## src/rtl/user_ctx_array.sv

```systemverilog
// Per-user context store: lane-masked save on user end, one-cycle restore on user start,
// with valid bitmap, global clear, occupancy count and out-of-range detection.
module user_ctx_array #(
  parameter int unsigned NUM_USERS = 40,
  parameter int unsigned IDX_W     = 6,
  parameter int unsigned LANES     = 5,
  parameter int unsigned LANE_W    = 4,
  parameter int unsigned CNT_W     = 6
) (
  input  logic                      i_core_clk,
  input  logic                      i_rx_rstn,
  input  logic [LANES*LANE_W-1:0]   i_ctx_data,
  input  logic [LANES-1:0]          i_lane_we,
  input  logic [IDX_W-1:0]          i_demux_user_idx,
  input  logic                      i_demux_user_end,
  input  logic                      i_demux_user_start,
  input  logic                      i_ctx_clear_all,
  output logic [LANES*LANE_W-1:0]   o_ctx_data,
  output logic                      o_ctx_valid,
  output logic                      o_ctx_hit,
  output logic                      o_idx_err,
  output logic [CNT_W-1:0]          o_ctx_count
);

  localparam int unsigned W = LANES * LANE_W;

  logic [W-1:0]         mem [NUM_USERS];
  logic [NUM_USERS-1:0] vld;
  logic [NUM_USERS-1:0] vld_nxt;
  logic [CNT_W-1:0]     count_nxt;
  logic                 in_range;
  logic [IDX_W-1:0]     sidx;
  logic                 save;
  logic                 load;
  logic                 err_nxt;
  logic [W-1:0]         old_word;
  logic [W-1:0]         merged;
  logic [W-1:0]         rd_data;
  logic                 rd_hit;

  // Decode the strobe and build the post-save word for write and write-through.
  always_comb begin
    in_range = ({1'b0, i_demux_user_idx} < (IDX_W+1)'(NUM_USERS));
    sidx     = in_range ? i_demux_user_idx : '0;
    save     = i_demux_user_end & in_range;
    load     = i_demux_user_start & in_range;
    err_nxt  = (i_demux_user_end | i_demux_user_start) & ~in_range;
    old_word = mem[sidx];
    merged   = old_word;
    for (int unsigned k = 0; k < LANES; k++) begin
      if (i_lane_we[k]) merged[k*LANE_W +: LANE_W] = i_ctx_data[k*LANE_W +: LANE_W];
    end
  end

  // Clear first, then save; a restore observes the resulting bitmap.
  always_comb begin
    vld_nxt = i_ctx_clear_all ? '0 : vld;
    if (save) vld_nxt[sidx] = 1'b1;
    if (i_ctx_clear_all) count_nxt = CNT_W'(save);
    else                 count_nxt = o_ctx_count + CNT_W'(save & ~vld[sidx]);
    rd_hit  = load & vld_nxt[sidx];
    rd_data = '0;
    if (rd_hit) rd_data = save ? merged : old_word;
  end

  // Context words carry no reset; a slot is only readable once its valid bit is set.
  always_ff @(posedge i_core_clk) begin
    if (save) mem[sidx] <= merged;
  end

  always_ff @(posedge i_core_clk or negedge i_rx_rstn) begin
    if (!i_rx_rstn) begin
      vld         <= '0;
      o_ctx_count <= '0;
      o_ctx_valid <= 1'b0;
      o_idx_err   <= 1'b0;
      o_ctx_data  <= '0;
      o_ctx_hit   <= 1'b0;
    end else begin
      vld         <= vld_nxt;
      o_ctx_count <= count_nxt;
      o_ctx_valid <= i_demux_user_start;
      o_idx_err   <= err_nxt;
      if (i_demux_user_start) begin
        o_ctx_data <= rd_data;
        o_ctx_hit  <= rd_hit;
      end
    end
  end

endmodule

```

## config.mk

```make
export PLATFORM = sky130hd
export DESIGN_NAME = user_ctx_array
export DESIGN_NICKNAME = d
export VERILOG_FILES = /design/src/rtl/user_ctx_array.sv
export SDC_FILE = /design/constraint.sdc
export NUM_CORES = 1
export LEC_CHECK = 0
export CAP_MARGIN = 20
export CORE_ASPECT_RATIO = 0.9
export CORE_MARGIN = 2
export CORE_UTILIZATION = 56
export DETAILED_ROUTE_END_ITERATION = 8
export MAX_ROUTING_LAYER = met4
export PLACE_DENSITY = 0.83
export SYNTH_ARGS = -nofsm -noshare
export SYNTH_HDL_FRONTEND = slang
export SYNTH_SLANG_ARGS = --single-unit
```

## constraint.sdc

```tcl
create_clock -name i_core_clk -period 3.9 [get_ports i_core_clk]
set_input_delay 0.78 -clock i_core_clk [delete_from_list [all_inputs] [get_ports i_core_clk]]
set_output_delay 0.78 -clock i_core_clk [all_outputs]
set_load 0.02 [all_outputs]
```

Word-level counts from Yosys, hierarchy flattened
Memories as Yosys holds them, arrays and structs flattened.
Cells that the tools add are included.
Widths: inputs -> output; s select.

word-level totals
  register bits after elaboration = 69
  latch bits = 0
  bits in writable memories = 800
  ROM bits = 0
  input bits = 36
  output and inout port bits = 29
  memories kept = 1

cells by class
  $add $sub $neg = 1
  multipliers = 0
  div/mod/pow operators = 0
  order comparisons = 3
  eq/ne operators = 0
  shifts and indexed selects = 0
  mux-type cells = 19
  bitwise logic cells = 9
  reductions and logical operators = 1

memory list
  memory  words  bits a word  read ports  clocked after Yosys merged registers in  write ports  RTL line  text
  mem     40     20           1           0                                        1            27        logic [W-1:0] mem [NUM_USERS];

operator list
  operator            count
  $mux 40             2
  $mux 20             2
  $or 40x40->40       1
  $mux 4              5
  $bmux 1 s6          2
  $mux 6              2
  $lt 6x7->1 const B  1
  $add 6x6->6         1
  $and 1x6->6         1
  $demux 1 s6         1
  $ge 6x1->1 const B  1
  $lt 6x6->1 const B  1
  $not 1->6           1
  $mux 1              5
  $and 1x1->1         4
  $logic_and 1x1->1   1
  $not 1->1           1
  $or 1x1->1          1

Longest topological paths before layout
  word-level depth = 12
  mapped depth = 17
  depth with buffers taken out = 12

Least setup slack after synthesis
OpenSTA, ideal clock, no wires.

  path type = input to register
  from = input i_demux_user_idx[1]
  to = memory mem[0][3] (netlist bit), data pin
  library setup time = 0.649 ns
  arrival time = 4.639 ns
  required time = 3.251 ns
  setup slack = -1.387 ns
  stages = 10
  buffers on the path = 5
  cells stage by stage = buf_2 > buf_2 > buf_2 > buf_2 > buf_2 > a21oi_1 > a221oi_1 > a2bb2oi_1 > nand3_1 > o41ai_1

on the way
  longest elaborated chain between the ends = 4

ends and longest elaborated chain
  element             RTL line  text
  start: declaration  14        input logic [IDX_W-1:0] i_demux_user_idx,
  $lt 6x6->1          43        in_range = ({1'b0, i_demux_user_idx} < (IDX_W+1)'(NUM_USERS));
  $mux 6 (*)          44        sidx = in_range ? i_demux_user_idx : '0;
  $mem_v2 40x20 (*)   n/a
  $mux 4 (*)          51        if (i_lane_we[k]) merged[k*LANE_W +: LANE_W] = i_ctx_data[k*LANE_W +: LANE_W];
  via merged[3]       37        logic [W-1:0] merged;
  end: declaration    27

Mark *: on every way through the listed nets, which the timed path passes. The rest lies on a longest branch.

Final worst setup path
  from = input i_demux_user_idx[4]
  to = register o_ctx_data[0]

on the way
  longest elaborated chain between the ends = 12
  elaborated cells between the ends (all ways) = 18

ends and longest elaborated chain
  element                                                         RTL line  text
  $lt 6x6->1                                                      43
  $mux 6                                                          44
  $lt 6x7->1 (implied by the code) or $ge 6x1->1 (tied branches)  58        if (save) vld_nxt[sidx] = 1'b1;
  $logic_and 1x1->1 (implied by the code)                         58
  $mux 1 (implied by the code)                                    58
  $demux 1 s6                                                     58
  $or 40x40->40 (no line)                                         n/a
  $mux 40                                                         58
  $bmux 1 s6                                                      61        rd_hit = load & vld_nxt[sidx];
  $mux 1 (implied by the code)                                    61
  $and 1x1->1                                                     61
  $mux 20 (*)                                                     63        if (rd_hit) rd_data = save ? merged : old_word;
  end signal: assignment                                          85        o_ctx_data <= rd_data;
  end: declaration                                                18        output logic [LANES*LANE_W-1:0] o_ctx_data,

Mark *: on every way between the ends. The rest lies on a longest branch, timed or not. The select of a mux whose other input is x is not followed.
A chain may end at the register's enable or synchronous reset.

==> out/qor.yml <==
setup_path:
  reg2reg_slack_ns: 1.27
  cp.required_ns: 4.45
  path_common_cell: "buf_4"
  r2r_cells: 8
  crit_end: "o_ctx_data[0]"
  worstSetupStartpoint: "i_demux_user_idx[4]"
  endpoint_kind: "register"
  critPathTopFamily: "simple AND/OR/NAND/NOR gates"
  path_cells: "clkdlybuf4s50_1 -> buf_4 -> o21ai_4 -> buf_12 -> nand2_4 -> buf_4 -> a21oi_1 -> or4_1 -> nor4_1 -> buf_4 -> a31oi_1 -> o32ai_2"
  cp.depth: 12
  cp_slowest_cell: "nor4_1"
  r2r_end: "o_ctx_data[0]"
  arrival_ns: 4.35
  crit_buf_inv: 5
  critPathMaxStageDelay_ns: 0.78
  start_kind: "primary input"
  crit_fanout: 29
  r2r-start: "mem[3][0]"
  crit_type: "primary input to register"
timing:
  whs_ns: 0.296
  finalHoldViolCount: 0
  timing.final.crit_share_pct: 97.5
  rsz0062_at_grt: "no"
  max_freq_ghz: 0.263
  worst_pin_slew_ns: 1.04
  fin_crit_ns: 3.80
  fin_skew_ns: 0.0201
  relSlewSlack_pct: 30.7
  timing.final.max_slew_violations: 0
  setup_viol: 0
  setup-tns-final_ns: 0
  fin_ws_ns: 0.0975
cts:
  cts_tree: "built"
  cts_root_buf: "clkbuf_16"
  htreeDepth: 3
  cts_hold_buf: 0
  cts_buffer_depth: 3
  clk_pin_slew_worst_paths_ns: 0.06
  cts_made_buffers: 85
  cts_num_sinks: 869
  insertion_delay_ns: 0.65
die:
  initial_core_util_pct: 56.9
  io_pins: 65
  fp.dieW_um: 267
  die_h_um: 241
  die_area_sq_um: 64500
  core_area_sq_um: 61400
  rows: 86
grt:
  antenna_found_initial: 0
  grt_max_degree: 70
  grt_pass1_wl_um: 164000
  grt_pass1_vias: 24500
  grtUsageTotal_pct: 37.1
  grt-ovfl-total: 0
yosys:
  ys_types: 82
  synth_async_sr_flop_share_pct: 7.94
  yosysWarnings: 0
  ys_ff_latch: 869
  syn-num-nets: 2365
  synth_edf_count: 800
  syn_area_per_cell_sq_um: 15.0
  synthesis.area_sq_um: 35000
  syn_inst: 2327
  ys.flop_type: "edfxtp_1"
  ys_seq_area_share_pct: 73.6
route:
  wl_per_cell_um: 32.5
  wl_um: 115000
  via_per_inst: 7.06
  route.vias.total: 25000
  ant_nets: 0
  first_pass_iters: 7
  drt_iter0_markers: 3982
  drc: 0
cells_and_area:
  fin_nets: 2669
  fill_cells: 3849
  utilization_pct: 68.6
  areaGrowthSynthToFinish_pct: 20.6
  mostFrequentLayoutCells: "edfxtp_1, buf_4, nand2_1, o22ai_1, a21oi_1"
  stdcell_count: 3537
  final_common_cell: "edfxtp_1"
  post-route-cell-area_sq_um: 42200
  drive_above_1_share_pct: 22.1
flow_run:
  drv_cap: 0
hold_path:
  hold_class: "primary input to async pin"
place:
  place_inst: 3380
  place.port_buffers: 64
  post-dp-hpwl_um: 71500
  place_congestion: 0.982
  dpl-instance-area_sq_um: 39400
  pre_cts_ws_ns: -0.530
power_and_ir_drop:
  power_leakage_nw: 14.7
  irDropWorstVdd_mv: 0.321
  finalPower_mw: 20.7
  powerDensity_nw_per_um2: 492
run_status:
  status: "finished clean"
==> synthesized netlist by cell type (6+ instances only) <==
| cell type | count | area share (%) |
|---|---|---|
| nor2_1 | 102 | 1.1 |
| o32ai_1 | 6 | 0.15 |
| and3_1 | 81 | 1.4 |
| nand2b_1 | 12 | 0.21 |
| o32ai_2 | 20 | 0.93 |
| a211oi_1 | 76 | 1.6 |
| nand3_1 | 50 | 0.72 |
| nor2b_1 | 7 | 0.13 |
| a31oi_1 | 21 | 0.38 |
| or4_1 | 24 | 0.52 |
| nand2_1 | 136 | 1.5 |
| a22o_1 | 16 | 0.40 |
| a2111oi_0 | 7 | 0.18 |
| dfrtp_1 | 69 | 4.9 |
| a22oi_1 | 10 | 0.21 |
| a221oi_1 | 12 | 0.30 |
| or3_1 | 13 | 0.23 |
| o21ai_0 | 51 | 0.73 |
| mux2_2 | 38 | 1.2 |
| o221ai_1 | 43 | 1.1 |
| nor3_1 | 46 | 0.66 |
| a32o_1 | 13 | 0.37 |
| o2bb2ai_1 | 10 | 0.25 |
| o221a_2 | 6 | 0.19 |
| inv_1 | 53 | 0.57 |
| mux2i_1 | 67 | 1.9 |
| o22ai_1 | 115 | 2.1 |
| buf_2 | 57 | 0.82 |
| edfxtp_1 | 800 | 69 |
| clkbuf_1 | 90 | 0.97 |
| a21o_1 | 13 | 0.28 |
| o22a_1 | 8 | 0.20 |
| and2_1 | 8 | 0.14 |
| nor4_1 | 30 | 0.54 |
| a221o_1 | 7 | 0.20 |
| buf_1 | 19 | 0.20 |
| a21oi_1 | 90 | 1.3 |
==> cells by family (layout without fill, tap and decap cells) <==
group	count (synthesis)	count (layout)	share of synthesized area [%]
muxes	110	110	3.46
buffers and inverters	224	596	2.65
and+or+nand+nor	542	542	7.95
other	0	2	0
adders and majority gates	2	2	0.0715
AOI/OAI and AO/OA	576	576	12.1
DFF	869	869	73.6
xor gates and xnor gates	4	4	0.100
==> metal layers <==
| layer | global-route usage [%] | vias up | wire, um |
|---|---|---|---|
| met3 | 12.9 | 558 | 19400 |
| met5 | - | - | 0 |
| met2 | 54.2 | 2356 | 50500 |
| met4 | 20.2 | 0 | 7190 |
| li1 | - | 9943 | - |
| met1 | 45.5 | 12100 | 37800 |
==> flip-flops by register name, summed over array words and instances (netlist names) <==
name         count
mem            800
o_ctx_count      6
o_ctx_data      20
o_ctx_hit        1
o_ctx_valid      1
o_idx_err        1
vld             40
==> where the power goes <==
group / internal [mW] / switching (mW)
Sequential: 10.4 / 0.0359
Combinational: 0.701 / 1.31
Clock: 4.79 / 3.48
Total: 15.9 / 4.82
==> cell type report <==
type,instances,area [sq um],area share [%]
multi-input cells,1234,8590,20.4
repair buffers,385,3770,8.93
clock inverters,56,551,1.31
clock buffers,99,2240,5.32
flip-flops and latches,869,25700,61.1
diodes,2,5.00,0.0119
inverters,56,210,0.499
well taps,836,1050,2.48
==> repair_timing <==
| item | in CTS | in global routing |
|---|---|---|
| endpoints found under the setup margin | 0 | 41 |
| setup buffers | 0 | 0 |
| resized for setup | 0 | 1 |
==> how the worst min path moves through the flow <==
stage,slack [ns],depth (start not counted),to,startpoint
after CTS,0.33,1,vld[28],i_rx_rstn
after floorplan,0.47,2,vld[25],vld[25]
after global routing,0.36,1,o_ctx_count[3],i_rx_rstn
after detailed placement,0.50,1,vld[29],vld[29]
after global placement,0.50,1,vld[26],vld[26]
final,0.30,1,o_ctx_count[3],i_rx_rstn
==> worst register-to-register path: cells and delay by family, from the launching register on <==
family                 cells  cell delay, ns
AOI/OAI and AO/OA          3            0.50
buffers and inverters      1            0.23
DFF                        1            0.32
and+or+nand+nor            4            1.47
No activity file was read; power rests on OpenSTA's default activity.
